**src/rtl/fetch_queue_pkg.sv**
```systemverilog
// Shared CPU fetch constants and types: the NOP encoding, the PC step,
// the default queue depth and the {pc, instruction} entry layout.
package fetch_queue_pkg;

  typedef logic [31:0] word_t;

  localparam word_t       NOP_INSTR     = 32'h0000_0013;
  localparam word_t       PC_INCR       = 32'h0000_0004;
  localparam int unsigned DEFAULT_DEPTH = 32'd4;

  typedef struct packed {
    word_t pc;
    word_t instr;
  } fq_entry_t;

  // Redirect targets are word aligned; the low two bits are dropped.
  function automatic word_t align_pc(input word_t pc);
    return pc & 32'hFFFF_FFFC;
  endfunction

endpackage

```
**src/rtl/fetch_queue_if.sv**
```systemverilog
// Fetch queue bus: instruction memory side and IF/ID consumer side.
// master = fetch_queue, slave = memory plus pipeline environment.
interface fetch_queue_if;
  import fetch_queue_pkg::*;

  word_t memAddress;
  logic  memRequest;
  logic  memSuccess;
  word_t memData;
  logic  consumerReady;
  logic  outValid;
  word_t outInstruction;
  word_t outProgramCounter;

  modport master (
    output memAddress, memRequest, outValid, outInstruction, outProgramCounter,
    input  memSuccess, memData, consumerReady
  );

  modport slave (
    input  memAddress, memRequest, outValid, outInstruction, outProgramCounter,
    output memSuccess, memData, consumerReady
  );

endinterface

```
**src/rtl/fetch_queue_ram.sv**
```systemverilog
// Fetch queue entry storage: DEPTH x 64-bit, synchronous write, asynchronous read.
// Contents are not reset; the head outputs are masked by outValid.
module fetch_queue_ram
  import fetch_queue_pkg::*;
#(
  parameter int unsigned DEPTH = DEFAULT_DEPTH,
  localparam int unsigned AW   = $clog2(DEPTH)
) (
  input  logic          clk,
  input  logic          wr_en,
  input  logic [AW-1:0] wr_addr,
  input  fq_entry_t     wr_data,
  input  logic [AW-1:0] rd_addr,
  output fq_entry_t     rd_data
);

  fq_entry_t mem_q [DEPTH];

  // Write port
  always_ff @(posedge clk) begin
    if (wr_en) begin
      mem_q[wr_addr] <= wr_data;
    end
  end

  assign rd_data = mem_q[rd_addr];

endmodule

```
**src/rtl/fetch_queue.sv**
```systemverilog
// Instruction fetch queue: fetch PC, circular-buffer pointers and count,
// with flush redirect and combinational head outputs.
module fetch_queue
  import fetch_queue_pkg::*;
#(
  parameter int unsigned DEPTH    = DEFAULT_DEPTH,
  parameter word_t       RESET_PC = 32'h0000_0000
) (
  input  logic          clk,
  input  logic          rst,
  input  logic          flush,
  input  word_t         flushTarget,
  fetch_queue_if.master bus
);

  localparam int unsigned   AW         = $clog2(DEPTH);
  localparam int unsigned   CW         = AW + 1;
  localparam logic [CW-1:0] FULL_COUNT = CW'(DEPTH);

  word_t         fetch_pc_q, fetch_pc_d;
  logic [AW-1:0] rd_ptr_q, rd_ptr_d;
  logic [AW-1:0] wr_ptr_q, wr_ptr_d;
  logic [CW-1:0] count_q, count_d;

  logic      mem_request_s;
  logic      out_valid_s;
  logic      push_s;
  logic      pop_s;
  fq_entry_t wr_entry_s;
  fq_entry_t head_s;

  // A full queue refuses a push even if a pop frees a slot this cycle.
  assign mem_request_s = (count_q != FULL_COUNT);
  assign out_valid_s   = (count_q != {CW{1'b0}});
  assign push_s        = mem_request_s && bus.memSuccess && !flush;
  assign pop_s         = out_valid_s && bus.consumerReady && !flush;
  assign wr_entry_s    = '{pc: fetch_pc_q, instr: bus.memData};

  // Next-state for fetch PC, pointers and count; flush wins over push/pop
  always_comb begin
    fetch_pc_d = fetch_pc_q;
    rd_ptr_d   = rd_ptr_q;
    wr_ptr_d   = wr_ptr_q;
    count_d    = count_q;
    if (flush) begin
      fetch_pc_d = align_pc(flushTarget);
      rd_ptr_d   = {AW{1'b0}};
      wr_ptr_d   = {AW{1'b0}};
      count_d    = {CW{1'b0}};
    end else begin
      if (push_s) begin
        wr_ptr_d   = wr_ptr_q + AW'(1);
        fetch_pc_d = fetch_pc_q + PC_INCR;
      end else begin
        wr_ptr_d   = wr_ptr_q;
        fetch_pc_d = fetch_pc_q;
      end
      if (pop_s) begin
        rd_ptr_d = rd_ptr_q + AW'(1);
      end else begin
        rd_ptr_d = rd_ptr_q;
      end
      case ({push_s, pop_s})
        2'b10:   count_d = count_q + CW'(1);
        2'b01:   count_d = count_q - CW'(1);
        default: count_d = count_q;
      endcase
    end
  end

  // State registers
  always_ff @(posedge clk or posedge rst) begin
    if (rst) begin
      fetch_pc_q <= RESET_PC;
      rd_ptr_q   <= {AW{1'b0}};
      wr_ptr_q   <= {AW{1'b0}};
      count_q    <= {CW{1'b0}};
    end else begin
      fetch_pc_q <= fetch_pc_d;
      rd_ptr_q   <= rd_ptr_d;
      wr_ptr_q   <= wr_ptr_d;
      count_q    <= count_d;
    end
  end

  fetch_queue_ram #(
    .DEPTH (DEPTH)
  ) u_ram (
    .clk     (clk),
    .wr_en   (push_s),
    .wr_addr (wr_ptr_q),
    .wr_data (wr_entry_s),
    .rd_addr (rd_ptr_q),
    .rd_data (head_s)
  );

  assign bus.memAddress = fetch_pc_q;
  assign bus.memRequest = mem_request_s;
  assign bus.outValid   = out_valid_s;

  // Head outputs, masked to NOP / PC 0 while the queue is empty
  always_comb begin
    if (out_valid_s) begin
      bus.outInstruction    = head_s.instr;
      bus.outProgramCounter = head_s.pc;
    end else begin
      bus.outInstruction    = NOP_INSTR;
      bus.outProgramCounter = 32'h0000_0000;
    end
  end

endmodule

```
**src/flat_wrapper.sv**
```systemverilog
// flat-port wrapper written by rule: the top's interface ports become plain ports
module fetch_queue_flat import fetch_queue_pkg::*;
#(
  parameter int unsigned DEPTH    = DEFAULT_DEPTH,
  parameter word_t       RESET_PC = 32'h0000_0000
)
  (clk, rst, flush, flushTarget, bus_memAddress, bus_memRequest, bus_outValid, bus_outInstruction, bus_outProgramCounter, bus_memSuccess, bus_memData, bus_consumerReady);
  fetch_queue_if bus_i ();
  input  logic clk;
  input  logic rst;
  input  logic flush;
  input  word_t flushTarget;
  output wire logic [$bits(bus_i.memAddress)-1:0] bus_memAddress;
  output wire logic [$bits(bus_i.memRequest)-1:0] bus_memRequest;
  output wire logic [$bits(bus_i.outValid)-1:0] bus_outValid;
  output wire logic [$bits(bus_i.outInstruction)-1:0] bus_outInstruction;
  output wire logic [$bits(bus_i.outProgramCounter)-1:0] bus_outProgramCounter;
  input wire logic [$bits(bus_i.memSuccess)-1:0] bus_memSuccess;
  input wire logic [$bits(bus_i.memData)-1:0] bus_memData;
  input wire logic [$bits(bus_i.consumerReady)-1:0] bus_consumerReady;
  assign bus_memAddress = bus_i.memAddress;
  assign bus_memRequest = bus_i.memRequest;
  assign bus_outValid = bus_i.outValid;
  assign bus_outInstruction = bus_i.outInstruction;
  assign bus_outProgramCounter = bus_i.outProgramCounter;
  assign bus_i.memSuccess = bus_memSuccess;
  assign bus_i.memData = bus_memData;
  assign bus_i.consumerReady = bus_consumerReady;
  fetch_queue #(.DEPTH(DEPTH), .RESET_PC(RESET_PC)) u_core (.clk(clk), .rst(rst), .flush(flush), .flushTarget(flushTarget), .bus(bus_i));
endmodule
```
**config.mk**
```make
export PLATFORM = sky130hd
export DESIGN_NAME = fetch_queue_flat
export DESIGN_NICKNAME = d
export VERILOG_FILES = /design/src/rtl/fetch_queue_pkg.sv /design/src/rtl/fetch_queue_if.sv /design/src/rtl/fetch_queue_ram.sv /design/src/rtl/fetch_queue.sv /design/src/flat_wrapper.sv
export SDC_FILE = /design/constraint.sdc
export NUM_CORES = 1
export LEC_CHECK = 0
export CAP_MARGIN = 20
export CORE_MARGIN = 10
export CORE_UTILIZATION = 40
export CTS_CLUSTER_DIAMETER = 120
export DETAILED_ROUTE_END_ITERATION = 16
export GPL_ROUTABILITY_DRIVEN = 0
export SLEW_MARGIN = 10
export SYNTH_ARGS = -nofsm -noshare
export SYNTH_HDL_FRONTEND = slang
export SYNTH_SLANG_ARGS = --single-unit
```
**constraint.sdc**
```tcl
create_clock -name clk -period 5.06 [get_ports clk]
set_input_delay 1.012 -clock clk [delete_from_list [all_inputs] [get_ports clk]]
set_output_delay 1.012 -clock clk [all_outputs]
set_load 0.005 [all_outputs]
```
==> summary.md, run 1 <==
| Metric | Value |
|---|---|
| Status | `completed` |
| Met3 routed WL | `1840 um` |
| Comb power frac | `21.7%` |
| Yosys top cell area share | `64.3%` |
| Worst hold path class | `reg2reg` |
| Global-route wire length before repair | `41300 um` |
| Slew headroom | `29.7%` |
| Maximum vdd drop | `0.205 mV` |
| Die ar. | `0.0362 mm^2` |
| HPWL Detailed | `16000 um` |
| Final setup vio count | `0` |
| DRC viols | `0` |
| Number of gates resized after cts | `0` |
| Worst-margin pin slew | `1060 ps` |
| Setup Buffers After CTS | `0` |
| Post-synthesis sequential area ratio | `72.3%` |
| PwrDens | `444 mW/mm^2` |
| Crit path buffers/inverters | `2` |
| Initial antenna violation count | `0` |
| Die outline width | `190 um` |
| GRT Overall Usage | `14.6%` |
| Final hold viol count | `0` |
| CP top delay family | `flip-flops` |
| Clock skew | `29.4 ps` |
| EDFF count, synth | `248` |
| Slowest-stage cell, CP | `dfrtp_4` |
| Clock root buffer | `clkbuf_16` |
| Number of global-route vias before repair | `7112` |
| CTS Buffer Depth | `3` |
| Starting Density | `40.5%` |
| Routed Antenna Nets | `0` |
| Clock-pin slew on the worst setup and hold paths | `60 ps` |
| Synth Area per Inst | `17.9 um^2` |
| Pint | `4.87 mW` |
| Final cell count without fillers | `1221` |
| Max Slew Vio Count | `0` |
| Drt first pass iters | `5` |
| Routed WL | `26700 um` |
| Pleak | `4.72 nW` |
| Sw frac | `24.9%` |
| Syn Inst Count | `647` |
| Post-synth top area cell | `edfxtp_1` |
| Core Rows | `62` |
| Synth Warn # | `0` |
| Worst-Skew Late Latency | `560 ps` |
| Largest net degree at the start of global routing | `64` |
| Max-Cap Viols | `0` |
| Pwr Total | `6.48 mW` |
| Number of CTS-inserted buffers | `30` |
| Ports | `167` |
| Flops & latches, synth | `285` |
| Required @ worst endpoint | `4050 ps` |
| Nets | `888` |
| Post-synth cell types | `42` |
| Achievable clock frequency | `242 MHz` |
| Port buffer count | `160` |
| Final min period | `4130 ps` |
| Routed via count | `6515` |
| RSZ-0062 raised after global routing | `no` |
| NetSw | `1.61 mW` |
| Final hold slack | `583 ps` |
| H-Tree Depth | `1` |
| Power share of the clock group | `33.6%` |
| CTS tree | `yes` |
| Area Growth Syn to Fin | `26.0%` |
| Core Area | `0.0286 mm^2` |
| Worst Path Arrival | `3120 ps` |
| Area of the mapped netlist | `0.0116 mm^2` |
| Grt total ovfl | `0` |
| Die Y | `190 um` |
| # clock sinks | `285` |
| FFs w/ async S/R, synth | `13.0%` |
| Crit path kind | `reg2out` |
| Worst setup SP type | `flop` |
| Ranking of synthesized cells by area | `edfxtp_1 64%, mux4_2 12%, dfrtp_1 8.0%` |
| Sequential Power Share | `44.8%` |
| Setup TNS | `0 ps` |
| DR WL/cell | `21.9 um` |
| First DRT Iteration DRCs | `472` |
| Worst path max stage delay | `980 ps` |
| Metal2 WL | `13000 um` |
| Cells along the critical path | `buf_4 > mux4_2 > and2_1 > clkdlybuf4s50_1` |
| Share of layout cells above drive strength 1 | `15.3%` |
| Post-CTS Hold Fix Bufs | `0` |
| Metal-1 WL | `11400 um` |
| Crit end category | `output pin` |
| DR vias/cell | `5.34` |
| # diodes | `0` |
| Post-Place Cells | `1164` |
| Fin crit share | `81.6%` |
| Top routing layer used | `met4` |
| Ys flop type | `edfxtp_1` |
| Crit path max fanout | `40` |
-- flip-flops by register name, summed over array words and instances (netlist names) --
name,cells
u_core.bus.memAddress,30
u_core.count_q,3
u_core.rd_ptr_q,2
u_core.u_ram.mem_q,248
u_core.wr_ptr_q,2
-- worst paths after layout --
path	start	slack, ps	cells after the start	endpoint
min in group asynchronous	rst	880	3	u_core.bus.memAddress[29]
hold / removal	u_core.wr_ptr_q[1]	580	2	u_core.wr_ptr_q[1]
setup reg to reg	u_core.count_q[1]	2340	7	u_core.count_q[2]
max in group asynchronous	rst	3760	3	u_core.rd_ptr_q[1]
hold reg to reg	u_core.wr_ptr_q[1]	580	2	u_core.wr_ptr_q[1]
setup / recovery	u_core.rd_ptr_q[0]	930	4	bus_outProgramCounter[28]
-- synth_stat cells (all sizes together) (5+ instances only) --
cell and instances:
edfxtp 248, and2 64, mux4 62, dfrtp 37
nand2 24, nor2 24, clkbuf 23, or4 19
a31oi 18, o31ai 17, buf 14, nand3 14
o21ai 11, inv 8, xnor2 8, nand4 6
and4 5, ha 5, nor3 5
-- logic make-up (layout without fill, tap and decap cells) --
logic type	count (synthesis)	count (layout)	share of synthesized area (%)
compound gates	56	56	3.13
xor+xnor	10	10	0.756
fa+ha+maj	6	6	0.713
buf+inv	45	232	1.73
flops	285	285	72.3
mux	65	65	12.3
other cells	1	4	0.0324
simple gates	179	179	9.01
-- stage by stage --
| stage | setup WS [ps] | area, um^2 | util, % |
|---|---|---|---|
| floorplan | 1800 | 11600 | - |
| detailed placement | 1390 | 13600 | 47.4 |
| finish | 932 | 14600 | 51.0 |
| global route | 679 | 14600 | 51.0 |
| global placement | 1400 | 13600 | 47.4 |
| CTS | 773 | 14600 | 50.9 |
-- cell type report --
| cell class | instances | area [um^2] |
|---|---|---|
| clock buffer | 33 | 762 |
| clock inverter | 23 | 238 |
| fill | 2361 | 14000 |
| inverter | 8 | 30.0 |
| multi-input combinational | 320 | 3030 |
| sequential | 285 | 8380 |
| tap | 384 | 480 |
| timing repair buffer | 168 | 1670 |
-- worst min-delay path, cell delays in order (launching register included) --
cell     delay (ps)
dfrtp_1         410
nand2_1          70
a21oi_1          60
-- per-layer routing --
metal / global-route usage (%) / vias up
met5: 0 / -
met4: 3.30 / 0
met3: 3.88 / 33
met2: 24.4 / 211
met1: 18.7 / 3364
li1: - / 2907
-- layout by cell type, fill, tap and decap left out, types with 8 or more instances in the layout --
cell,Yosys,routed
o21ai_0,11,11
clkbuf_16,0,30
dfrtp_1,37,35
nand2_1,24,24
xnor2_1,8,8
clkdlybuf4s50_1,0,160
or4_1,19,19
and2_1,64,60
nor2_1,24,24
edfxtp_1,248,248
clkinv_1,0,9
o31ai_1,17,17
nand3_1,14,14
a31oi_1,18,18
mux4_2,62,62
-- power by group through the flow --
stage	Combinational (mW)	Sequential (mW)	Clock [mW]
after floorplan	0.747	2.83	0
after global placement	1.41	2.95	0
after detailed placement	1.43	2.96	0
after CTS	1.43	2.91	2.24
after global routing	1.54	2.93	2.34
final	1.40	2.90	2.17
Power figures use the tool's default switching activity.
==> run 2, diff against run 1 <==
Clock period 5.06 ns to 4.32 ns, I/O delays scaled along.
==> run 2 against run 1 <==
Against the previous run: clock power grew 32%; cell count grew 0.66%; power grew 22%; largest cell class unchanged.
==> summary.md, run 2 (same netlist as run 1, synthesis figures left out) <==
| Metric | Value |
|---|---|
| Status | `completed (unchanged)` |
| Slew headroom | `36.7% (was 29.7%)` |
| Critical Path Source | `u_core.rd_ptr_q[0] (unchanged)` |
| Routed via count | `6511 (was 6515)` |
| # clock sinks | `285 (unchanged)` |
| Routed Antenna Nets | `0 (unchanged)` |
| Die outline width | `190 um (unchanged)` |
| Fillers | `2311 (was 2361)` |
| Nets | `894 (was 888)` |
| Share of layout cells above drive strength 1 | `17.3% (was 15.3%)` |
| CTS tree | `yes (unchanged)` |
| Die ar. | `0.0362 mm^2 (unchanged)` |
| Worst Path Arrival | `2930 ps (was 3120 ps)` |
| Area Growth Syn to Fin | `28.0% (was 26.0%)` |
| Fin crit share | `87.7%` |
| RSZ-0062 raised after global routing | `no (unchanged)` |
| Max Slew Vio Count | `0 (unchanged)` |
| Crit path kind | `reg2out (unchanged)` |
| Achievable clock frequency | `264 MHz` |
| Post-CTS Hold Fix Bufs | `0 (unchanged)` |
| Most common library cell in the layout ignoring fill and taps | `edfxtp_1 (unchanged)` |
| Setup Buffers After CTS | `0 (unchanged)` |
| Final setup vio count | `0 (unchanged)` |
| Die Y | `190 um (unchanged)` |
| Port buffer count | `160 (unchanged)` |
| Fin worst setup slack | `531 ps (was 932 ps)` |
| Crit path max fanout | `25 (was 40)` |
| Final min period | `3790 ps` |
| Number of gates resized after cts | `1 (was 0)` |
| Worst path max stage delay | `780 ps (was 980 ps)` |
| First DRT Iteration DRCs | `444 (was 472)` |
| Worst r2r src | `u_core.count_q[1] (unchanged)` |
| Pre-CTS WS | `572 ps (was 1390 ps)` |
| Worst-margin pin slew | `936 ps (was 1060 ps)` |
| Ports | `167 (unchanged)` |
| Setup TNS | `0 ps (unchanged)` |
| Number of global-route vias before repair | `7057 (was 7112)` |
| Drt first pass iters | `5 (unchanged)` |
| H-Tree Depth | `1 (unchanged)` |
| Final cell count without fillers | `1229 (was 1221)` |
| Crit end category | `output pin (unchanged)` |
| Required @ worst endpoint | `3460 ps (was 4050 ps)` |
| Top reg by flops | `u_core.u_ram.mem_q (unchanged)` |
| Global-route wire length before repair | `41800 um (was 41300 um)` |
| DR vias/cell | `5.30 (was 5.34)` |
| Slowest-stage cell, CP | `dfrtp_4 (unchanged)` |
| Final hold slack | `588 ps (was 583 ps)` |
| Worst setup SP type | `flop (unchanged)` |
| Post-Place Cells | `1170 (was 1164)` |
| Crit path buffers/inverters | `2 (unchanged)` |
| CP top delay family | `flip-flops (unchanged)` |
| Initial antenna violation count | `0 (unchanged)` |
| Grt total ovfl | `0 (unchanged)` |
| Worst hold path class | `reg2reg (unchanged)` |
| Core Area | `0.0286 mm^2 (unchanged)` |
| Clock skew | `15.5 ps (was 29.4 ps)` |
| Starting Density | `40.5% (unchanged)` |
| Max FFs per register | `248 (unchanged)` |
| Core Rows | `62 (unchanged)` |
| DR WL/cell | `21.9 um (about the same)` |
| Maximum vdd drop | `0.335 mV (was 0.205 mV)` |
| Routed WL | `26900 um (was 26700 um)` |
| Most frequent cells in the layout | `248 x edfxtp_1, 160 x clkdlybuf4s50_1, 62 x mux4_2, 60 x and2_1, 35 x dfrtp_1 (unchanged)` |
| DRC viols | `0 (unchanged)` |
| HPWL Detailed | `17200 um (was 16000 um)` |
| GRT Overall Usage | `14.8% (was 14.6%)` |
| CTS Buffer Depth | `3 (unchanged)` |
| Pwr Total | `7.92 mW (was 6.48 mW)` |
| Number of CTS-inserted buffers | `31 (was 30)` |
| Cells along the critical path | `buf_12 > mux4_2 > or2_2 > clkdlybuf4s50_1 (was buf_4 > mux4_2 > and2_1 > clkdlybuf4s50_1)` |
| Max-Cap Viols | `0 (unchanged)` |
| Final hold viol count | `0 (unchanged)` |
| Worst-Skew Late Latency | `550 ps (was 560 ps)` |
| Hold_sp | `u_core.wr_ptr_q[1] (unchanged)` |
| Pleak | `4.83 nW (was 4.72 nW)` |
| Largest net degree at the start of global routing | `57 (was 64)` |
| PwrDens | `534 mW/mm^2 (was 444 mW/mm^2)` |
| Clock-pin slew on the worst setup and hold paths | `70 ps (was 60 ps)` |
| Clock root buffer | `clkbuf_16 (unchanged)` |
[run 2: cell types whose count changed in the layout (fill, tap and decap cells not counted), sizes merged]
cell,change
clkinv,-7
buf,+5
bufinv,+3
clkbuf,+3
inv,+2
clkinvlp,+1
diode,+1
[run 2: area by class of cell]
| cell class | count | area, um^2 | share of cell area [%] |
|---|---|---|---|
| flip-flops and latches | 285 | 8380 | 56.5 |
| well taps | 384 | 480 | 3.24 |
| diodes | 1 | 2.50 | 0.0169 |
| clock buffers | 36 | 835 | 5.63 |
| repair buffers | 173 | 1760 | 11.9 |
| clock inverters | 22 | 304 | 2.05 |
| multi-input cells | 320 | 3030 | 20.5 |
| inverters | 8 | 30.0 | 0.203 |
[run 2: report_power, final]
part | total [mW] | switching [mW] | internal, mW
sequential | 3.37 | 0.190 | 3.18
combinational | 1.69 | 0.671 | 1.02
clock | 2.86 | 1.06 | 1.80
total | 7.92 | 1.92 | 6.00
[run 2: path summary, 6_finish.rpt]
check | to | slack (ps) | cells after the start
worst max-delay path | bus_outInstruction[4] | 530 | 4
min in group asynchronous | u_core.wr_ptr_q[0] | 640 | 2
worst min-delay path | u_core.wr_ptr_q[1] | 590 | 2
worst min register to register | u_core.wr_ptr_q[1] | 590 | 2
max in group asynchronous | u_core.rd_ptr_q[1] | 2910 | 3
worst max register to register | u_core.count_q[2] | 1540 | 7
[run 2: tightest hold or removal path: cells and delay by family (launching register included)]
kind | cells | cell delay [ps]
flops | 1 | 420
simple gates | 1 | 70
compound gates | 1 | 60
[run 2: stage by stage]
step / util, % / instance area (um^2)
finish: 51.8 / 14800
floorplan: - / 11600
global route: 51.8 / 14800
detailed placement: 47.8 / 13700
CTS: 51.8 / 14800
global placement: 47.8 / 13700
[run 2: layer usage]
| metal | vias up | share of wire, % | track usage, % |
|---|---|---|---|
| met5 | - | 0 | 0 |
| met4 | 0 | 2.1 | 4.00 |
| met3 | 41 | 6.1 | 3.37 |
| met2 | 187 | 48 | 23.9 |
| met1 | 3345 | 44 | 19.7 |
| li1 | 2938 | - | - |
==> run 3, diff against run 2 <==
Settings changed: ABC_AREA set to 1.
==> run 3 against run 2 <==
Against the previous run: clock skew up 5.0 ps; wire length up 15%; cell area up 2.7%; largest cell class unchanged.
==> summary.md, run 3 <==
| Metric | Value |
|---|---|
| Status | `completed (unchanged)` |
| Core Area | `0.0299 mm^2 (was 0.0286 mm^2)` |
| Worst-Skew Late Latency | `560 ps (was 550 ps)` |
| Ys flop type | `edfxtp_1 (unchanged)` |
| GR Util met2 | `25.7% (was 23.9%)` |
| Worst Path Arrival | `2880 ps (was 2930 ps)` |
| Crit path max fanout | `71 (was 25)` |
| Area of the mapped netlist | `0.0122 mm^2 (was 0.0116 mm^2)` |
| Post-synthesis sequential area ratio | `68.6% (was 72.3%)` |
| Flops & latches, synth | `285 (unchanged)` |
| Final min period | `3740 ps (was 3790 ps)` |
| Clock-pin slew on the worst setup and hold paths | `70 ps (about the same)` |
| Yosys top cell area share | `61.1% (was 64.3%)` |
| Drt first pass iters | `7 (was 5)` |
| Met3 usage in global routing | `3.63% (was 3.37%)` |
| Most common library cell in the layout ignoring fill and taps | `nor2_1 (was edfxtp_1)` |
| Required @ worst endpoint | `3460 ps (about the same)` |
| Routed Antenna Nets | `0 (unchanged)` |
| Worst-margin pin slew | `812 ps (was 936 ps)` |
| Starting Density | `40.8% (was 40.5%)` |
| Routed WL | `31100 um (was 26900 um)` |
| Nets | `1370 (was 894)` |
| Final hold slack | `652 ps (was 588 ps)` |
| Post-synth cell types | `34 (was 42)` |
| Max-Cap Viols | `0 (unchanged)` |
| Fillers | `2634 (was 2311)` |
| Fin crit share | `86.7% (was 87.7%)` |
| Achievable clock frequency | `267 MHz (was 264 MHz)` |
| Most frequent cells in the layout | `293 x nor2_1, 248 x edfxtp_1, 172 x nand2_1, 160 x clkdlybuf4s50_1, 125 x o21ai_0 (was 248 x edfxtp_1, 160 x clkdlybuf4s50_1, 62 x mux4_2, 60 x and2_1, 35 x dfrtp_1)` |
| Post-synth top area cell | `edfxtp_1 (unchanged)` |
| GRT Overall Usage | `15.9% (was 14.8%)` |
| Port buffer count | `160 (unchanged)` |
| First DRT Iteration DRCs | `596 (was 444)` |
| Synth Warn # | `0 (unchanged)` |
| Area Growth Syn to Fin | `24.9% (was 28.0%)` |
| H-Tree Depth | `1 (unchanged)` |
| Worst hold path class | `reg2reg (unchanged)` |
| Max Slew Vio Count | `0 (unchanged)` |
| Crit path kind | `reg2out (unchanged)` |
| RSZ-0062 raised after global routing | `no (unchanged)` |
| Ranking of synthesized cells by area | `edfxtp_1 61%, nor2_1 9.1%, dfrtp_1 7.6% (was edfxtp_1 64%, mux4_2 12%, dfrtp_1 8.0%)` |
| DR vias/cell | `5.04 (was 5.30)` |
| Share of layout cells above drive strength 1 | `7.89% (was 17.3%)` |
| Ports | `167 (unchanged)` |
| Maximum vdd drop | `0.314 mV (was 0.335 mV)` |
| Crit end category | `output pin (unchanged)` |
| Die outline width | `195 um (was 190 um)` |
| Max FFs per register | `248 (unchanged)` |
| Global-route wire length before repair | `48500 um (was 41800 um)` |
| Routing usage on met1 | `21.3% (was 19.7%)` |
| Cell Area, Placed | `0.0142 mm^2 (was 0.0137 mm^2)` |
| CTS tree | `yes (unchanged)` |
| Util after Layout | `51.0% (was 51.8%)` |
| Reg area | `0.00838 mm^2 (about the same)` |
| Area taken by multi-input logic gates | `0.00345 mm^2 (was 0.00303 mm^2)` |
| Core Rows | `63 (was 62)` |
| # diodes | `0 (was 1)` |
| CTS Buffer Depth | `3 (unchanged)` |
| Die Y | `195 um (was 190 um)` |
| Die ar. | `0.0379 mm^2 (was 0.0362 mm^2)` |
| DR WL/cell | `18.2 um (was 21.9 um)` |
| Clock skew | `20.6 ps (was 15.5 ps)` |
| Syn Inst Count | `1138 (was 647)` |
| Clock root buffer | `clkbuf_16 (unchanged)` |
| Commonest cells post-synth | `297 x nor2_1, 248 x edfxtp_1, 172 x nand2_1 (was 248 x edfxtp_1, 64 x and2_1, 62 x mux4_2)` |
| Critical Path Source | `u_core.rd_ptr_q[0] (unchanged)` |
| Worst setup SP type | `flop (unchanged)` |
| Worst r2r src | `u_core.count_q[1] (unchanged)` |
| Hold_sp | `u_core.wr_ptr_q[1] (unchanged)` |
| HPWL Detailed | `19200 um (was 17200 um)` |
| Final setup vio count | `0 (unchanged)` |
| Top reg by flops | `u_core.u_ram.mem_q (unchanged)` |
| # clock sinks | `285 (unchanged)` |
| Number of gates resized after cts | `0 (was 1)` |
| Slew headroom | `45.8% (was 36.7%)` |
| Routed via count | `8613 (was 6511)` |
| DRC viols | `0 (unchanged)` |
| Post-CTS Hold Fix Bufs | `0 (unchanged)` |
| Grt total ovfl | `0 (unchanged)` |
| Finished Cell Area | `0.0152 mm^2 (was 0.0148 mm^2)` |
| Largest net degree at the start of global routing | `72 (was 57)` |
| Global routing's busiest layer | `met2 (unchanged)` |
| Number of CTS-inserted buffers | `29 (was 31)` |
| Setup Buffers After CTS | `0 (unchanged)` |
| Most common cell in the netlist | `nor2_1 (was edfxtp_1)` |
| Number of global-route vias before repair | `8455 (was 7057)` |
| Initial antenna violation count | `0 (unchanged)` |
| PwrDens | `553 mW/mm^2 (was 534 mW/mm^2)` |
| EDFF count, synth | `248 (unchanged)` |
| Reg2reg setup slack | `2010 ps (was 1540 ps)` |
| Synth Area per Inst | `10.7 um^2 (was 17.9 um^2)` |
| Final hold viol count | `0 (unchanged)` |
| FFs w/ async S/R, synth | `13.0% (unchanged)` |
| Pleak | `5.42 nW (was 4.83 nW)` |
## run 3: changes by cell type after synthesis, moves of 58 or more
cell / delta
nor2_1: +273
nand2_1: +148
o21ai_0: +114
and2_1: -64
mux4_2: -62
a21oi_1: +58
## run 3: area by class of cell
type	instances	area share, %
clock buffer	38	5.25
clock inverter	16	1.24
inverter	38	0.961
multi-input combinational	760	22.6
sequential	285	55.0
tap	390	3.20
timing repair buffer	181	11.7
## run 3: worst paths after layout
path,to,cells after the start
setup / recovery,bus_outProgramCounter[17],6
hold / removal,u_core.wr_ptr_q[1],2
setup reg to reg,u_core.u_ram.mem_q[0][55],5
hold reg to reg,u_core.wr_ptr_q[1],2
max in group asynchronous,u_core.rd_ptr_q[0],3
min in group asynchronous,u_core.wr_ptr_q[0],3
## run 3: power by group
part,internal (mW),total (mW),switching (mW)
clock network,1.54,2.55,1.01
registers,3.23,3.41,0.186
logic,1.14,2.46,1.31
total,5.91,8.42,2.51
## run 3: layer usage
metal,wire [um],vias to the layer above
li1,-,4198
met1,13800,4122
met2,14500,254
met3,2180,39
met4,539,0
met5,0,-
## run 3: cell families after synthesis
| family | share of synthesized area, % |
|---|---|
| simple gates | 17.5 |
| flops | 68.6 |
| compound gates | 8.74 |
| buf+inv | 3.48 |
| xor+xnor | 0.933 |
| fa+ha+maj | 0.677 |
| other cells | 0.0307 |
## run 3: per-stage QoR
| stage | power, mW | setup TNS (ps) | instances | setup WS (ps) |
|---|---|---|---|---|
| global route | 8.90 | 0 | 1708 | 381 |
| global placement | 5.97 | 0 | 1654 | 1170 |
| finish | 8.42 | 0 | 1708 | 576 |
| CTS | 8.56 | 0 | 1708 | 582 |
| floorplan | 4.55 | -8180 | 1141 | -33.0 |
| detailed placement | 5.99 | 0 | 1654 | 1180 |
## run 3: worst max-delay path: stages, from the launching register on
cell	delay (ps)
dfrtp_4	420
buf_4	600
nor2_1	110
nor2_1	100
o21ai_0	90
a21oi_1	340
clkdlybuf4s50_1	580
